**src/rtl/rng_seven_segment_pkg.sv**
```systemverilog
// Shared constants for the random-digit generator and its seven-segment scanner.
// RNG_WILDCARD_EN widens the digit range to 0-10, where 10 is the wildcard code.
package rng_seven_segment_pkg;

  localparam logic [31:0] LFSR_TAPS        = 32'h80200003;
  localparam logic [31:0] DEFAULT_SEED_XOR = 32'hDEADBEEF;

  localparam logic [6:0] SEG_BLANK = 7'h7F;
  localparam logic [6:0] SEG_DASH  = 7'h3F;
  localparam logic [3:0] WILDCARD_CODE = 4'd10;

`ifdef RNG_WILDCARD_EN
  localparam int unsigned DIGIT_MOD = 11;
`else
  localparam int unsigned DIGIT_MOD = 10;
`endif

  // Active-low {g,f,e,d,c,b,a}; entry [n] is the pattern for code n.
  localparam logic [15:0][6:0] SEG_TABLE = {
    SEG_BLANK, SEG_BLANK, SEG_BLANK, SEG_BLANK, SEG_BLANK,
    SEG_DASH,
    7'h10, 7'h00, 7'h78, 7'h02, 7'h12,
    7'h19, 7'h30, 7'h24, 7'h79, 7'h40
  };

  function automatic logic [31:0] lfsr_next(input logic [31:0] s);
    return (s >> 1) ^ (s[0] ? LFSR_TAPS : 32'h0);
  endfunction

  function automatic logic [3:0] digit_of(input logic [7:0] b);
    return 4'(b % 8'(DIGIT_MOD));
  endfunction

endpackage

```
**src/rtl/rng_seven_segment_scan.sv**
```systemverilog
// Four-digit multiplexed seven-segment scanner with registered anode/cathode outputs.
module seg7_scan
  import rng_seven_segment_pkg::*;
#(
  parameter int unsigned REFRESH_CYCLES = 100000
) (
  input  logic       clk,
  input  logic       rst,
  input  logic       blink,
  input  logic [3:0] digit0,
  input  logic [3:0] digit1,
  input  logic [3:0] digit2,
  input  logic [3:0] digit3,
  output logic [6:0] seg,
  output logic [3:0] an
);

  localparam int unsigned CW = (REFRESH_CYCLES > 1) ? $clog2(REFRESH_CYCLES) : 1;
  localparam logic [CW-1:0] LAST = CW'(REFRESH_CYCLES - 1);

  logic [CW-1:0] refresh_cnt;
  logic [1:0]    scan_idx;
  logic [3:0]    cur_digit;

  always_comb begin
    cur_digit = digit0;
    case (scan_idx)
      2'd0: cur_digit = digit0;
      2'd1: cur_digit = digit1;
      2'd2: cur_digit = digit2;
      2'd3: cur_digit = digit3;
      default: cur_digit = digit0;
    endcase
  end

  always_ff @(posedge clk) begin
    if (rst) begin
      refresh_cnt <= '0;
      scan_idx    <= '0;
      an          <= '1;
      seg         <= SEG_BLANK;
    end else begin
      if (refresh_cnt == LAST) begin
        refresh_cnt <= '0;
        scan_idx    <= scan_idx + 2'd1;
      end else begin
        refresh_cnt <= refresh_cnt + 1'b1;
      end
      // Blanking only masks the outputs; the scan position keeps advancing.
      if (blink) begin
        an  <= '1;
        seg <= SEG_BLANK;
      end else begin
        an  <= ~(4'b0001 << scan_idx);
        seg <= SEG_TABLE[cur_digit];
      end
    end
  end

endmodule

```
**src/rtl/rng_seven_segment.sv**
```systemverilog
// Galois-LFSR random digit generator driving a multiplexed four-digit display.
// RNG_WILDCARD_EN selects digits 0-10 (10 = wildcard) instead of 0-9.
module rng_seven_segment
  import rng_seven_segment_pkg::*;
#(
  parameter int unsigned REFRESH_CYCLES = 100000,
  parameter logic [31:0] SEED_XOR       = DEFAULT_SEED_XOR
) (
  input  logic       clk,
  input  logic       rst,
  input  logic       seed_en,
  output logic [3:0] d0,
  output logic [3:0] d1,
  output logic [3:0] d2,
  output logic [3:0] d3,
  input  logic [3:0] digit0,
  input  logic [3:0] digit1,
  input  logic [3:0] digit2,
  input  logic [3:0] digit3,
  input  logic       blink,
  output logic [6:0] seg,
  output logic [3:0] an
);

  logic [31:0] entropy;
  logic [31:0] lfsr;
  logic [31:0] seed_val;
  logic [3:0]  d_q [4];

  assign seed_val = entropy ^ SEED_XOR;

  always_ff @(posedge clk) begin
    if (rst) begin
      entropy <= '0;
      lfsr    <= 32'h1;
      for (int unsigned i = 0; i < 4; i++) d_q[i] <= '0;
    end else begin
      entropy <= entropy + 32'd1;
      // An all-zero state would lock the LFSR, so a zero seed is replaced by 1.
      if (seed_en)
        lfsr <= (seed_val == 32'h0) ? 32'h1 : seed_val;
      else
        lfsr <= lfsr_next(lfsr);
      for (int unsigned i = 0; i < 4; i++) d_q[i] <= digit_of(lfsr[8*i +: 8]);
    end
  end

  assign d0 = d_q[0];
  assign d1 = d_q[1];
  assign d2 = d_q[2];
  assign d3 = d_q[3];

  seg7_scan #(
    .REFRESH_CYCLES(REFRESH_CYCLES)
  ) u_scan (
    .clk   (clk),
    .rst   (rst),
    .blink (blink),
    .digit0(digit0),
    .digit1(digit1),
    .digit2(digit2),
    .digit3(digit3),
    .seg   (seg),
    .an    (an)
  );

endmodule

```
**config.mk**
```make
export PLATFORM = sky130hd
export DESIGN_NAME = rng_seven_segment
export DESIGN_NICKNAME = d
export VERILOG_FILES = /design/src/rtl/rng_seven_segment_pkg.sv /design/src/rtl/rng_seven_segment_scan.sv /design/src/rtl/rng_seven_segment.sv
export SDC_FILE = /design/constraint.sdc
export NUM_CORES = 1
export LEC_CHECK = 0
export BUFFER_PORTS_ARGS = -buffer_cell sky130_fd_sc_hd__buf_2
export CAP_MARGIN = 20
export CORE_AREA = 2 2 101 103
export CTS_CLUSTER_DIAMETER = 30
export DETAILED_ROUTE_END_ITERATION = 8
export DIE_AREA = 0 0 103 105
export MAX_ROUTING_LAYER = met4
export PLACE_DENSITY = 0.83
export SLEW_MARGIN = 20
export SYNTH_ARGS = -nofsm -noshare
export SYNTH_HDL_FRONTEND = slang
export SYNTH_SLANG_ARGS = --single-unit
```
**constraint.sdc**
```tcl
create_clock -name clk -period 3.8 [get_ports clk]
set_input_delay 0 -clock clk [delete_from_list [all_inputs] [get_ports clk]]
set_output_delay 0 -clock clk [all_outputs]
set_load 0.005 [all_outputs]
```
==> impl_metrics.py <==
metrics = {
    "status": {
        "status": "completed",
    },
    "global_routing": {
        "grtUsageMet1": 0.310,
        "grt_pass1_vias": 4909,
        "grt_start_max_net_pins": 61,
        "grt_overflow": 0,
        "globalRouteMet3Util": 0.0308,
        "use_met2": 0.394,
        "busiest_layer": "met2",
        "antenna_found_initial": 0,
        "grt_pass1_wl_mm": 21.4,
        "track_usage": 0.244,
    },
    "worst_setup_path": {
        "arrival_ps": 2880,
        "path_max_fanout": 22,
        "critPathLaunchType": "register",
        "critPathRequiredTime_ps": 4080,
        "worst-setup-path-type": "register to register",
        "crit_path_end_kind": "register",
    },
    "synth": {
        "ys.flop_type": "dfxtp_1",
        "synth-compound-area-share": 0.179,
        "async_flop_share": 0,
        "synth_nets": 773,
        "yosysTopAreaCell": "dfxtp_1",
        "synthTopCellsByArea": "dfxtp_1, nor2_1, xor2_1",
        "synthesis.area_sq_um": 6140,
        "syn_area_per_cell_sq_um": 8.31,
        "ys.warnings.count": 0,
        "synth_edf_count": 0,
        "synth-seq-cells": 110,
        "synth-xor-area-share": 0.0799,
        "synth_seq_area_share": 0.359,
        "synthAdderAreaFrac": 0.0302,
        "synth.top_cell.area_share": 0.359,
        "synthMuxAreaShare": 0.0361,
        "synth_cell_types": 81,
        "synth_top_family_by_area": "simple AND/OR/NAND/NOR gates",
        "syn-instance-count": 739,
        "synth-simple-area-share": 0.267,
    },
    "power_and_ir_drop": {
        "pwr_density_cell_nw_per_um2": 351,
        "total_power_mw": 2.29,
        "vdd_drop_max_v": 0.000198,
        "p_leak_nw": 2.45,
    },
    "cts": {
        "htreeDepth": 3,
        "cts_resized": 0,
        "hold_buffers": 1,
        "cts_setup_buffers": 0,
        "path_clk_slew_ps": 100,
        "clk_latency_ps": 370,
        "numCtsBuffers": 9,
        "ctsRootBufferMaster": "clkbuf_8",
        "clk_path_buf_depth": 2,
        "clock_sinks": 110,
        "cts_tree": "done",
    },
    "die": {
        "rows": 36,
        "core_area_sq_um": 9640,
        "die-width_um": 103,
        "ios": 47,
        "fp.dieArea_sq_um": 10800,
        "die_y_um": 105,
        "start_util": 0.637,
    },
    "sta": {
        "final.period_utilization": 0.686,
        "final.setup_skew_ps": 11.9,
        "worst_hold_slack_ps": 127,
        "final_hold_viol_count": 0,
        "min_period_ps": 2610,
        "grt_setup_unrepaired": "false",
        "drv_slew": 0,
        "tightest_slew_ps": 1040,
        "setup_violations": 0,
        "worst_slack_ps": 1190,
        "fmax_ghz": 0.384,
        "fin_setup_tns_ps": 0,
        "relSlewSlack": 0.309,
    },
    "detailed_routing": {
        "vias": 5298,
        "drt_iter0_drc": 261,
        "routed_wl_mm": 12.6,
        "via_per_inst": 5.93,
        "wl_per_cell_um": 14.1,
        "drc": 0,
        "postRouteAntennaNets": 0,
        "first_pass_iters": 5,
    },
    "place": {
        "port_buffers": 46,
        "dpl_worst_slack_ps": 1300,
        "routabilityCongestion": 0.912,
        "place_hpwl_mm": 8.84,
    },
    "cells_and_area": {
        "drive_gt1_frac": 0.101,
        "final_cell_mix": "nor2_1, dfxtp_1, buf_2",
        "antennaDiodeCount": 0,
        "final_common_cell": "nor2_1",
        "area.growth.synth_to_final_pct": 6.56,
        "nNetsFinal": 789,
    },
    "run": {
        "drv_cap": 0,
    },
    "min_path": {
        "hp-class": "input pin to register",
    },
}
==> flip-flops by register name, summed over array words and instances (netlist names) <==
signal / flops
lfsr: 32
u_scan.an: 4
u_scan.refresh_cnt: 17
d_q: 16
u_scan.scan_idx: 2
u_scan.seg: 7
entropy: 32
==> path summary, 6_finish.rpt <==
kind,startpoint,end,slack [ps],depth (start not counted)
setup / recovery,lfsr[3]$_SDFF_PP0_,d_q[0][1]$_SDFF_PP0_,1190,5
hold / removal,digit0[1],u_scan.seg[5]$_SDFF_PP1_,130,4
setup reg to reg,lfsr[3]$_SDFF_PP0_,d_q[0][1]$_SDFF_PP0_,1190,5
hold reg to reg,u_scan.refresh_cnt[0]$_SDFF_PP0_,u_scan.refresh_cnt[0]$_SDFF_PP0_,480,1
==> cells by family after synthesis <==
family	Yosys count
compound gates	150
xor+xnor	56
buf+inv	69
mux	22
fa+ha+maj	15
simple gates	317
flops	110
==> worst max-delay path, stage by stage, from the launching register on <==
cell	delay, ps
dfxtp_1	780
clkinv_1	430
nor3_1	500
nor3_1	180
or3_1	390
a311oi_1	240
==> cell type report <==
cell class / count / area [sq um]
fill: 800 / 3100
tap: 133 / 166
timing repair buffer: 48 / 248
clock inverter: 4 / 56.3
multi-input combinational: 560 / 3640
sequential: 110 / 2200
inverter: 26 / 97.6
clock buffer: 12 / 135
==> cells in the mapped netlist (all sizes together) (5+ instances only) <==
cell type	count
a211oi	28
a21oi	22
and3	13
and4	5
buf	22
clkbuf	21
dfxtp	110
ha	14
inv	24
mux2i	21
nand2	42
nand2b	19
nand3	33
nand3b	6
nand4	8
nor2	112
nor2b	22
nor3	19
nor4	6
o211ai	7
o21ai	26
o22ai	6
or3	8
or3b	5
xnor2	25
xor2	31
==> power by group <==
part | total (mW) | internal, mW | switching [mW]
registers | 1.27 | 1.20 | 0.0652
logic | 0.338 | 0.154 | 0.184
clock network | 0.688 | 0.311 | 0.377
==> layer usage <==
metal	wire (um)	vias up
li1	-	2667
met1	5880	2483
met2	5970	124
met3	448	24
met4	276	0
met5	0	-
==> per-stage QoR <==
step | utilization | area [sq um] | cells
2_1_floorplan | - | 6140 | 739
3_3_place_gp | 0.658 | 6340 | 876
3_5_place_dp | 0.658 | 6340 | 876
4_1_cts | 0.679 | 6540 | 893
5_1_grt | 0.679 | 6540 | 893
6_report | 0.679 | 6540 | 893
Note: power is estimated with default switching activity, not from simulation.
